<file path="src/rtl/buffer_read_responder.sv">
// buffer_read_responder: round-robin read server that broadcasts shared buffer words to row routers.
// Optional feature: define RESPONDER_MULTICAST_EN to pulse every requester sharing the winner's address.
module buffer_read_responder #(
  parameter int DATA_WIDTH  = 8,
  parameter int BUF_DEPTH   = 64,
  parameter int NUM_ROUTERS = 4,
  localparam int ADDR_WIDTH = $clog2(BUF_DEPTH)
) (
  input  logic                            i_clk,
  input  logic                            i_nrst,
  input  logic                            i_en,
  input  logic                            i_reg_clear,
  input  logic                            i_wr_en,
  input  logic [ADDR_WIDTH-1:0]           i_wr_addr,
  input  logic [DATA_WIDTH-1:0]           i_wr_data,
  input  logic [NUM_ROUTERS-1:0]          i_valid_addr,
  input  logic [NUM_ROUTERS*ADDR_WIDTH-1:0] i_read_addr,
  output logic [NUM_ROUTERS-1:0]          o_peek_en,
  output logic [NUM_ROUTERS-1:0]          o_data_hit,
  output logic [DATA_WIDTH-1:0]           o_data,
  output logic                            o_busy
);

  localparam int PTR_W = (NUM_ROUTERS > 1) ? $clog2(NUM_ROUTERS) : 1;

  typedef enum logic [2:0] {
    ST_IDLE   = 3'd0,
    ST_PEEK   = 3'd1,
    ST_SELECT = 3'd2,
    ST_READ   = 3'd3,
    ST_HIT    = 3'd4
  } state_t;

  state_t                  state_reg;
  logic [PTR_W-1:0]        rr_ptr_reg;
  logic [PTR_W-1:0]        win_idx_reg;
  logic [ADDR_WIDTH-1:0]   win_addr_reg;
  logic [NUM_ROUTERS-1:0]  hit_mask_reg;
  logic [NUM_ROUTERS-1:0]  peek_en_reg;
  logic [NUM_ROUTERS-1:0]  data_hit_reg;
  logic [DATA_WIDTH-1:0]   data_reg;
  logic                    busy_reg;

  logic [DATA_WIDTH-1:0]   mem [BUF_DEPTH];

  logic [ADDR_WIDTH-1:0]   req_addr [NUM_ROUTERS];
  logic                    win_found;
  logic [PTR_W-1:0]        win_idx;
  logic [ADDR_WIDTH-1:0]   win_addr;
  logic [NUM_ROUTERS-1:0]  match_mask;
  logic [PTR_W-1:0]        rr_next;

  // Storage has no reset so loaded contents survive reset and soft clear.
  always_ff @(posedge i_clk) begin
    if (i_nrst && i_wr_en) begin
      mem[i_wr_addr] <= i_wr_data;
    end
  end

  genvar gi;
  generate
    for (gi = 0; gi < NUM_ROUTERS; gi++) begin : g_req
      assign req_addr[gi] = i_read_addr[gi*ADDR_WIDTH +: ADDR_WIDTH];
    end
  endgenerate

  // First valid router at or after the round-robin pointer, wrapping around.
  always_comb begin
    int               cand;
    logic [PTR_W-1:0] cand_idx;
    win_found = 1'b0;
    win_idx   = '0;
    cand      = 0;
    cand_idx  = '0;
    for (int k = 0; k < NUM_ROUTERS; k++) begin
      cand = int'(rr_ptr_reg) + k;
      if (cand >= NUM_ROUTERS) begin
        cand = cand - NUM_ROUTERS;
      end
      cand_idx = PTR_W'(cand);
      if (!win_found && i_valid_addr[cand_idx]) begin
        win_found = 1'b1;
        win_idx   = cand_idx;
      end
    end
  end

  assign win_addr = req_addr[win_idx];

  generate
    for (gi = 0; gi < NUM_ROUTERS; gi++) begin : g_match
`ifdef RESPONDER_MULTICAST_EN
      assign match_mask[gi] = win_found && i_valid_addr[gi] && (req_addr[gi] == win_addr);
`else
      assign match_mask[gi] = win_found && (win_idx == PTR_W'(gi));
`endif
    end
  endgenerate

  assign rr_next = (win_idx_reg == PTR_W'(NUM_ROUTERS - 1)) ? '0 : win_idx_reg + PTR_W'(1);

  always_ff @(posedge i_clk) begin
    if (!i_nrst || i_reg_clear) begin
      state_reg    <= ST_IDLE;
      rr_ptr_reg   <= '0;
      win_idx_reg  <= '0;
      win_addr_reg <= '0;
      hit_mask_reg <= '0;
      peek_en_reg  <= '0;
      data_hit_reg <= '0;
      data_reg     <= '0;
      busy_reg     <= 1'b0;
    end else begin
      peek_en_reg  <= '0;
      data_hit_reg <= '0;
      case (state_reg)
        ST_IDLE: begin
          if (i_en) begin
            state_reg   <= ST_PEEK;
            peek_en_reg <= '1;
            busy_reg    <= 1'b1;
          end
        end
        ST_PEEK: begin
          state_reg <= ST_SELECT;
        end
        ST_SELECT: begin
          if (win_found) begin
            state_reg    <= ST_READ;
            win_idx_reg  <= win_idx;
            win_addr_reg <= win_addr;
            hit_mask_reg <= match_mask;
          end else if (i_en) begin
            state_reg   <= ST_PEEK;
            peek_en_reg <= '1;
          end else begin
            state_reg <= ST_IDLE;
            busy_reg  <= 1'b0;
          end
        end
        ST_READ: begin
          // Registered read; a same-cycle write lands after this sample, so old data is returned.
          state_reg    <= ST_HIT;
          data_reg     <= mem[win_addr_reg];
          data_hit_reg <= hit_mask_reg;
        end
        ST_HIT: begin
          rr_ptr_reg <= rr_next;
          if (i_en) begin
            state_reg   <= ST_PEEK;
            peek_en_reg <= '1;
          end else begin
            state_reg <= ST_IDLE;
            busy_reg  <= 1'b0;
          end
        end
        default: begin
          state_reg <= ST_IDLE;
          busy_reg  <= 1'b0;
        end
      endcase
    end
  end

  assign o_peek_en  = peek_en_reg;
  assign o_data_hit = data_hit_reg;
  assign o_data     = data_reg;
  assign o_busy     = busy_reg;

endmodule

</file>
<file path="config.mk">
export PLATFORM = sky130hd
export DESIGN_NAME = buffer_read_responder
export DESIGN_NICKNAME = d
export VERILOG_FILES = /design/src/rtl/buffer_read_responder.sv
export SDC_FILE = /design/constraint.sdc
export NUM_CORES = 1
export LEC_CHECK = 0
export CAP_MARGIN = 20
export CORE_UTILIZATION = 61
export CTS_CLUSTER_DIAMETER = 120
export CTS_CLUSTER_SIZE = 30
export DETAILED_ROUTE_END_ITERATION = 10
export PLACE_DENSITY_LB_ADDON = 0.15
export SYNTH_ARGS = -nofsm -noshare
export SYNTH_HDL_FRONTEND = slang
export SYNTH_SLANG_ARGS = --single-unit
export TNS_END_PERCENT = 50
</file>
<file path="constraint.sdc">
create_clock -name i_clk -period 2.58 [get_ports i_clk]
set_input_delay 0.516 -clock i_clk [delete_from_list [all_inputs] [get_ports i_clk]]
set_output_delay 0.516 -clock i_clk [all_outputs]
set_load 0.05 [all_outputs]
</file>
==> results of run 1 <==
[layout by cell type, fill, tap and decap left out, drive strengths merged, types with 3 or more instances in the layout]
master         instances
and2                   6
edfxtp               512
nand2                 46
and3                  14
nor2b                 37
inv                    3
a2111oi               33
nand3                 21
mux2i                 66
a21oi                  8
mux2                  33
nor3                   5
o22ai                 17
clkbuf                39
nand2b                 8
nor2                  75
a22o                  16
nand3b                 4
dfxtp                 31
mux4                  64
clkdlybuf4s50         55
a211oi                45
a22oi                 32
buf                  154
o31ai                 22
[worst paths after layout]
check	startpoint	to	slack, ns	cells past startpoint
setup / recovery	win_addr_reg[2]	o_data[6]	0.09	7
hold / removal	i_wr_data[2]	mem[46][2]	0.42	2
setup reg to reg	win_addr_reg[2]	o_data[6]	0.09	7
hold reg to reg	hit_mask_reg[2]	hit_mask_reg[2]	0.46	2
[logic make-up (layout without fill, tap and decap cells)]
kind of cell             Yosys count  after routing  share of synthesized area [%]
buffers and inverters             80            252                          2.153
AND/OR/NAND/NOR                  227            227                          5.182
flip-flops                       543            543                          74.60
multiplexers                     163            163                          11.57
adder cells (fa/ha/maj)            2              2                         0.1050
AO/OA/AOI/OAI                    178            178                          6.384
[metal layers]
metal  track usage (%)  share of wire (%)  vias to the layer above
li1                  -                  -                     5106
met1             38.07                 40                     5884
met2             46.68                 52                      459
met3             3.151                6.5                       62
met4             5.397                2.2                        0
met5                 0                  0                        -
[worst max-delay path: stages, from the launching register on]
cell and delay [ns]:
dfxtp_4 0.69, buf_12 0.22, mux4_2 0.31, a22oi_1 0.36, nand2_1 0.19, o31ai_1 0.37
buf_4 0.18, nand3_1 0.06
[per-stage QoR]
step	area, sq um	hold slack [ns]	util, %
3_5_place_dp	23390	0.4450	67.71
3_3_place_gp	23380	0.4429	67.68
4_1_cts	24060	0.4441	69.64
6_report	24130	0.4176	69.85
2_1_floorplan	21440	0.4273	-
5_1_grt	24130	0.4324	69.85
[cell type report]
class	count	area, sq um	area share (%)
clock inverter	1	30.03	0.1245
tap	455	569.3	2.360
multi-input combinational	570	4987	20.67
inverter	3	11.26	0.04667
clock buffer	39	635.6	2.634
timing repair buffer	209	1891	7.836
sequential	543	16000	66.33
[power by group through the flow]
stage / clock network (mW) / registers, mW / logic, mW
detailed placement: 0 / 9.86 / 0.458
CTS: 4.32 / 9.66 / 0.458
global route: 4.57 / 9.67 / 0.487
floorplan: 0 / 9.87 / 0.144
global placement: 0 / 9.86 / 0.448
finish: 4.26 / 9.66 / 0.461
[what timing repair did]
action / 4_1_cts / 5_1_grt
hold endpoints to repair: 0 / 0
hold buffers: 0 / 0
endpoints found under the setup margin: 0 / 5
setup buffers: 0 / 6
gates resized for setup: 0 / 1
==> flow_summary_export.csv, run 1 <==
group,metric,value,unit
critical_path,critPathKind,"reg2reg",
global_routing,grt_max_degree,65,
clocking,cts_root_buffer,"clkbuf_16",
drt,firstDrtPassIters,5,
global_routing,antenna_found_initial,0,
floorplan,core_region_area,34540,sq um
sta,min_period,2.488,ns
sta,skew,0.03258,ns
synthesis,yosys_warnings,0,
layout,finalNonFillerCells,1820,
run_status,status,"complete, no violations",
pwr,ir_worst_vdd,0.6252,mV
sta,grt_setup_unrepaired,"false",
clocking,clkTransAtPathRegs,0.11,ns
synthesis,postSynth.asyncResetShare,0,%
global_routing,grt_usage,27.19,%
synthesis,synth_edf_count,512,
synthesis,yosys_register_bits,543,
drt,drtAntennaViolNets,0,
drt,wl_per_cell,26.15,um
sta,slew_violations,0,
drt,drt_iter0_drc,1243,
layout,largest_register_ffs,512,
drt,routed_wl,47590,um
synthesis,syn_area,21440,sq um
floorplan,rows,68,
critical_path,crit_arrival,2.95,ns
clocking,clock_insertion_delay_worst_skew,0.56,ns
floorplan,die-area,35900,sq um
pwr,power.total,14.38,mW
synthesis,syn_inst,1193,
sta,fin_ws,0.09203,ns
synthesis,synthDistinctLibCells,45,
sta,min_period_over_period,96.43,%
pwr,power_density,596.0,nW/um^2
critical_path,cp-start-kind,"flop",
drt,vias,11510,
pwr,swShare,19.79,%
sta,maxSlewHeadroom,37.27,%
clocking,cts_buffers,22,
sta,finalSetupViolCount,0,
global_routing,grt_overflow,0,
clocking,cts.path.max_buffers,3,
place,dp.cells,1774,
synthesis,synth_common_cells,"edfxtp_1 (512), nor2_1 (75), mux2i_1 (66)",
global_routing,grt_pass1_vias,11290,
layout,fillerInstances,2239,
synthesis,syn_avg_cell_area,17.97,sq um
layout,drive_above_1_share,20.66,%
synthesis,synth_largest_area_cell,"edfxtp_1",
hold_path,hold_path.class,"in2reg",
synthesis,synth.area.top_cells,"edfxtp_1 (72%), mux4_2 (6.5%), mux2i_1 (3.1%)",
synthesis,synth_ff_type,"edfxtp_1",
synthesis,synth_most_common_cell,"edfxtp_1",
pwr,sequentialPowerShare,67.2,%
clocking,h-tree-depth,1,
place,portBuffers,63,
place,dp_worst_setup_slack,0.04997,ns
flow_run,drv_cap,0,
pwr,p_int,11.53,mW
synthesis,synth_top_area_share,71.71,%
sta,setup_tns,0,ns
critical_path,cp-end-kind,"flop",
drt,viasPerCell,6.325,
place,place.gp.congestion,0.8678,
pwr,p_comb_share,3.2,%
floorplan,initial_core_util,62.07,%
global_routing,grt_first_pass_wirelength,71210,um
floorplan,io_pins,64,
sta,worst_slew_pin_slew,0.9173,ns
clocking,cts_tree,"yes",
layout,syn2layout_area_growth,12.53,%
clocking,clkSinkCount,543,
place,dpl.hpwl,30760,um
synthesis,seq_area_frac_synth,74.60,%
pwr,clkPwrFrac,29.6,%
synthesis,syn_nets,1241,
sta,finalHoldViolCount,0,
layout,antenna_cells,0,
pwr,p_leak,7.601,nW
drt,drc,0,
pwr,p_switching,2.845,mW
floorplan,die_x,189.5,um
critical_path,path_max_fanout,23,
layout,nNetsFinal,1397,
sta,fmax,401.9,MHz
critical_path,worst-endpoint-required,3.04,ns
floorplan,die_h,189.5,um
(Power assumes the default switching activity.)
==> run 2: changes to the inputs <==
--- a/config.mk
+++ b/config.mk
@@ -10,6 +10,7 @@
 export CTS_CLUSTER_DIAMETER = 120
 export CTS_CLUSTER_SIZE = 30
 export DETAILED_ROUTE_END_ITERATION = 10
+export GPL_TIMING_DRIVEN = 0
 export PLACE_DENSITY_LB_ADDON = 0.15
 export SYNTH_ARGS = -nofsm -noshare
 export SYNTH_HDL_FRONTEND = slang
==> run 2 against run 1 <==
  * Sequential share of layout area up 1.8 points
  * Register-to-register slack worse by 0.03 ns
  * Via count down 1.4%
  * Count of clock-buffer cells in the layout unchanged
  * Critical path depth up 1
  * Die area unchanged
  * Global-route usage up 0.47 points
  * Critical path type unchanged
  * Critical endpoint is now o_data[7]
  * Highest routed layer unchanged
==> flow_summary_export.csv, run 2 (same netlist as run 1, synthesis figures left out) <==
group,metric,value,unit
run_status,status,"complete, no violations",
sta,fin_ws,0.06437,ns
critical_path,crit_arrival,2.97,ns
drt,vias,11350,
place,place_area,22740,sq um
critical_path,cp_common_cell,"buf_4",
pwr,swShare,19.94,%
pwr,power_density,613.5,nW/um^2
critical_path,rrSetupSlack,0.06,ns
pwr,sequentialPowerShare,67.1,%
sta,finalSetupViolCount,0,
global_routing,grt_overflow,0,
layout,fin_area,23470,sq um
pwr,clkPwrFrac,29.8,%
clocking,cts_tree,"yes",
layout,antenna_cells,0,
floorplan,rows,68,
floorplan,die-area,35900,sq um
sta,min_period_over_period,97.51,%
critical_path,cp_slowest_cell,"mux4_2",
clocking,clock_insertion_delay_worst_skew,0.56,ns
critical_path,cpPeakStageDelay,0.37,ns
place,place.gp.congestion,0.9408,
global_routing,grt_first_pass_wirelength,71280,um
drt,drtAntennaViolNets,0,
flow_run,drv_cap,0,
sta,finalHoldViolCount,0,
floorplan,die_x,189.5,um
hold_path,hold_path.class,"in2reg",
pwr,p_comb_share,3.1,%
layout,nNetsFinal,1333,
global_routing,grt_pass1_vias,11090,
global_routing,antenna_found_initial,0,
drt,drc,0,
drt,drt_iter0_drc,1300,
sta,slew_violations,0,
global_routing,grt_max_degree,45,
place,portBuffers,60,
sta,min_period,2.516,ns
clocking,cts.path.max_buffers,3,
clocking,ctsHoldBuffers,0,
layout,fillerInstances,2365,
layout,multi_input_area,5025,sq um
critical_path,cp-start-kind,"flop",
critical_path,worst-endpoint-required,3.03,ns
floorplan,die_h,189.5,um
critical_path,crit_chain,"buf_4, buf_4, buf_2, mux4_2, a22oi_1, nand2_1, o31ai_1, nand3_1",
layout,drive_above_1_share,14.91,%
drt,viasPerCell,6.462,
pwr,ir_worst_vdd,0.5983,mV
clocking,cts_root_buffer,"clkbuf_16",
drt,wl_per_cell,27.69,um
clocking,clkSinkCount,543,
floorplan,initial_core_util,62.07,%
sta,worst_slew_pin_slew,1.108,ns
layout,final_common_cell,"edfxtp_1",
sta,grt_setup_unrepaired,"false",
critical_path,critPathBufInv,3,
critical_path,crit_family,"buffers and inverters",
critical_path,cp-end-kind,"flop",
global_routing,grt_usage,27.66,%
layout,largest_register_ffs,512,
drt,firstDrtPassIters,5,
place,dpl.hpwl,33020,um
floorplan,io_pins,64,
sta,maxSlewHeadroom,25.55,%
sta,fmax,397.5,MHz
layout,final_cell_mix,"edfxtp_1 (512), nor2_1 (75), mux2i_1 (66)",
pwr,p_leak,7.129,nW
critical_path,critPathKind,"reg2reg",
sta,skew,0.02580,ns
place,dp_worst_setup_slack,-0.4312,ns
pwr,power.total,14.40,mW
drt,routed_wl,48630,um
critical_path,path_max_fanout,10,
pwr,p_int,11.53,mW
clocking,cts_buffers,22,
clocking,h-tree-depth,1,
layout,syn2layout_area_growth,9.460,%
pwr,p_switching,2.871,mW
layout,register_area,16000,sq um
clocking,clkTransAtPathRegs,0.12,ns
floorplan,core_region_area,34540,sq um
## run 2: changes by cell type in the layout (fill, tap and decap cells not counted), moves of 5 or more
cell | previous run | this run
buf_2 | 8 | 23
clkbuf_1 | 16 | 43
buf_4 | 129 | 17
a2111oi_1 | 1 | 6
buf_12 | 16 | 11
a2111oi_0 | 32 | 24
clkbuf_2 | 0 | 6
## run 2: final cells by class
cell class	count	share of cell area, %
Sequential cell	543	68.16
Multi-Input combinational cell	570	21.41
Timing Repair Buffer	69	3.119
Clock buffer	39	2.708
Tap cell	455	2.426
Buffer	76	2.005
Clock inverter	1	0.1280
Inverter	3	0.04798
## run 2: per-layer routing
| layer | routed length, um | vias to the layer above | share of wire, % | global-route usage [%] |
|---|---|---|---|---|
| met2 | 23650 | 519 | 49 | 44.36 |
| met3 | 4007 | 85 | 8.2 | 4.875 |
| li1 | - | 4985 | - | - |
| met1 | 19500 | 5758 | 40 | 39.22 |
| met5 | 0 | - | 0 | 0 |
| met4 | 1472 | 0 | 3.0 | 8.437 |
## run 2: repair_timing
action	in CTS	in global routing
gates resized for setup	13	23
pin swaps	0	0
setup buffers	0	0
setup endpoints to repair	8	8
## run 2: power by group through the flow
stage	Combinational [mW]	Clock [mW]	Sequential, mW
floorplan	0.144	0	9.87
global placement	0.412	0	9.88
CTS	0.451	4.30	9.66
finish	0.453	4.28	9.66
detailed placement	0.450	0	9.86
global route	0.480	4.59	9.66
## run 2: metrics by stage
stage                     hold slack, ns  cells  util, %  TNS, ns
after floorplan                   0.4273   1193        -        0
after global placement            0.4376   1708    65.46  -471.75
after detailed placement          0.4440   1717    65.84  -124.43
after CTS                         0.3995   1756    67.82        0
after global routing              0.4049   1756    67.94        0
final                             0.4025   1756    67.94        0
## run 2: path summary, 6_finish.rpt
kind / to / cells past startpoint / startpoint
setup / recovery: o_data[7] / 8 / win_addr_reg[2]
hold / removal: mem[46][4] / 1 / i_wr_data[4]
setup reg to reg: o_data[7] / 8 / win_addr_reg[2]
hold reg to reg: hit_mask_reg[3] / 2 / hit_mask_reg[3]
==> run 3: changes to the inputs <==
--- a/config.mk
+++ b/config.mk
@@ -6,7 +6,7 @@
 export NUM_CORES = 1
 export LEC_CHECK = 0
 export CAP_MARGIN = 20
-export CORE_UTILIZATION = 61
+export CORE_UTILIZATION = 25
 export CTS_CLUSTER_DIAMETER = 120
 export CTS_CLUSTER_SIZE = 30
 export DETAILED_ROUTE_END_ITERATION = 10
==> run 3 against run 2 <==
  * The flow now finishes with violations (negative setup slack)
  * Via count decreased by 2.0%
  * Global-route usage down 14 points
  * Combinational power is 7.3% higher
  * Sequential power barely moved
  * First-iteration DRC count fell by 39%
  * Wire length rose by 24%
  * Non-clock buffer count is 2 higher
  * Largest cell class unchanged
  * Final cell count increased by 39%
==> flow_summary_export.csv, run 3 (same netlist as run 1, synthesis figures left out) <==
group,metric,value,unit
run_status,status,"finished, violations left",
run_status,violations,"negative setup slack",
drt,drtAntennaViolNets,0,
critical_path,cp_slowest_cell,"nor2_1",
layout,fin_util,28.86,%
hold_path,hold_path.class,"in2reg",
critical_path,crit_family,"simple AND/OR/NAND/NOR gates",
floorplan,die-area,86940,sq um
place,dpl.hpwl,40830,um
sta,min_period,2.646,ns
clocking,clkTransAtPathRegs,0.12,ns
drt,viasPerCell,4.541,
critical_path,worst-endpoint-required,2.78,ns
pwr,power.total,14.64,mW
layout,final_common_cell,"edfxtp_1",
sta,grt_setup_unrepaired,"true",
sta,finalSetupViolCount,36,
layout,fillerInstances,8456,
place,dp_worst_setup_slack,-0.8542,ns
place,portBuffers,60,
critical_path,rrSetupSlack,0.07,ns
clocking,postCtsSetupBuffers,0,
floorplan,io_pins,64,
sta,min_period_over_period,102.6,%
sta,fin_ws,-0.06649,ns
critical_path,cpPeakStageDelay,0.87,ns
clocking,ctsHoldBuffers,0,
drt,firstDrtPassIters,5,
sta,worst_slew_pin_slew,0.9042,ns
layout,syn2layout_area_growth,14.43,%
global_routing,grt_max_degree,65,
global_routing,grt_overflow,0,
sta,fmax,377.9,MHz
pwr,power_density,596.8,nW/um^2
drt,vias,11120,
layout,largest_register_ffs,512,
clocking,cts_resized,72,
layout,multi_input_area,5248,sq um
critical_path,crit_path_end,"mem[15][1]",
drt,drt_iter0_drc,789,
floorplan,core_region_area,85010,sq um
sta,skew,0.03631,ns
layout,final_cell_mix,"edfxtp_1 (512), mux2i_1 (66), mux4_2 (62)",
drt,routed_wl,60220,um
critical_path,crit_chain,"clkdlybuf4s50_1, and3_1, nand3_1, nor2_1",
floorplan,rows,107,
clocking,h-tree-depth,1,
global_routing,grt_usage,13.89,%
critical_path,crit_arrival,2.85,ns
critical_path,cp.depth,4,
global_routing,antenna_found_initial,0,
critical_path,critPathKind,"in2reg",
place,place.gp.congestion,0.8050,
layout,nNetsFinal,1335,
floorplan,die_h,294.9,um
flow_run,drv_cap,0,
global_routing,grt_pass1_vias,11320,
drt,wl_per_cell,24.59,um
clocking,cts_tree,"yes",
sta,slew_violations,0,
clocking,cts_buffers,22,
drt,drc,0,
layout,drive_above_1_share,18.73,%
critical_path,r2r_end,"o_data[1]",
sta,maxSlewHeadroom,39.49,%
pwr,p_leak,7.125,nW
sta,finalHoldViolCount,0,
critical_path,reg2reg_from,"win_addr_reg[3]",
global_routing,grt_first_pass_wirelength,85880,um
critical_path,cp-start-kind,"input pin",
clocking,clkSinkCount,543,
critical_path,path_max_fanout,8,
clocking,cts_root_buffer,"clkbuf_16",
clocking,cts.path.max_buffers,3,
critical_path,critPathBufInv,1,
sta,setup_tns,-0.6968,ns
hold_path,min_from,"i_wr_data[6]",
clocking,clock_insertion_delay_worst_skew,0.60,ns
floorplan,die_x,294.9,um
pwr,ir_worst_vdd,0.4125,mV
critical_path,cp-end-kind,"flop",
layout,register_area,16000,sq um
floorplan,initial_core_util,25.22,%
critical_path,critPathLaunch,"i_nrst",
critical_path,ff2ff_path_depth,8,
==> run 3: changes by cell type in the layout (fill, tap and decap cells not counted), moves of 2 or more <==
cell / change
buf_12: -2
buf_2: -3
a2111oi_0: -9
nor2_1: -31
diode_2: +2
nor2_2: +23
nor2_4: +8
buf_1: +2
a2111oi_2: +8
a22oi_2: +9
a22oi_1: -9
buf_4: +3
==> run 3: power by group <==
part / total [mW] / switching, mW / internal [mW]
Combinational: 0.486 / 0.341 / 0.145
Sequential: 9.66 / 0.00887 / 9.65
Clock: 4.50 / 2.77 / 1.73
Total: 14.6 / 3.12 / 11.5
==> run 3: how the worst min path moves through the flow <==
stage / slack [ns] / cells after the start / end
finish: 0.43 / 1 / mem[32][6]
CTS: 0.40 / 1 / mem[25][6]
global placement: 0.44 / 2 / hit_mask_reg[2]
detailed placement: 0.44 / 2 / hit_mask_reg[1]
floorplan: 0.43 / 2 / hit_mask_reg[0]
global route: 0.42 / 1 / mem[25][6]
==> run 3: through the flow <==
step / cells / hold slack [ns] / cell area [sq um]
4_1_cts: 2447 / 0.4019 / 24430
3_5_place_dp: 2408 / 0.4435 / 23580
3_3_place_gp: 2397 / 0.4427 / 23470
6_report: 2449 / 0.4266 / 24530
5_1_grt: 2447 / 0.4217 / 24530
2_1_floorplan: 1193 / 0.4273 / 21440
==> run 3: worst register-to-register path: cells and delay by family, from the launching register on <==
kind | cells | cell delay (ns)
compound gates | 2 | 0.71
flops | 1 | 0.33
simple gates | 3 | 0.55
buf+inv | 3 | 0.81
==> run 3: cell type report <==
| class | instances | area share, % |
|---|---|---|
| clock buffers | 38 | 2.575 |
| clock inverters | 2 | 0.1326 |
| multi-input cells | 570 | 21.39 |
| repair buffers | 71 | 2.861 |
| well taps | 1144 | 5.834 |
| flip-flops and latches | 543 | 65.20 |
| plain buffers | 76 | 1.938 |
| inverters | 3 | 0.04590 |
| diodes | 2 | 0.02040 |
==> run 3: metal layers <==
| metal | GRT usage (%) | vias up | part of all wire (%) |
|---|---|---|---|
| met2 | 22.32 | 202 | 47 |
| met1 | 20.30 | 5873 | 48 |
| met4 | 2.299 | 0 | 1.7 |
| met5 | 0 | - | 0 |
| met3 | 1.629 | 45 | 3.3 |
| li1 | - | 5001 | - |
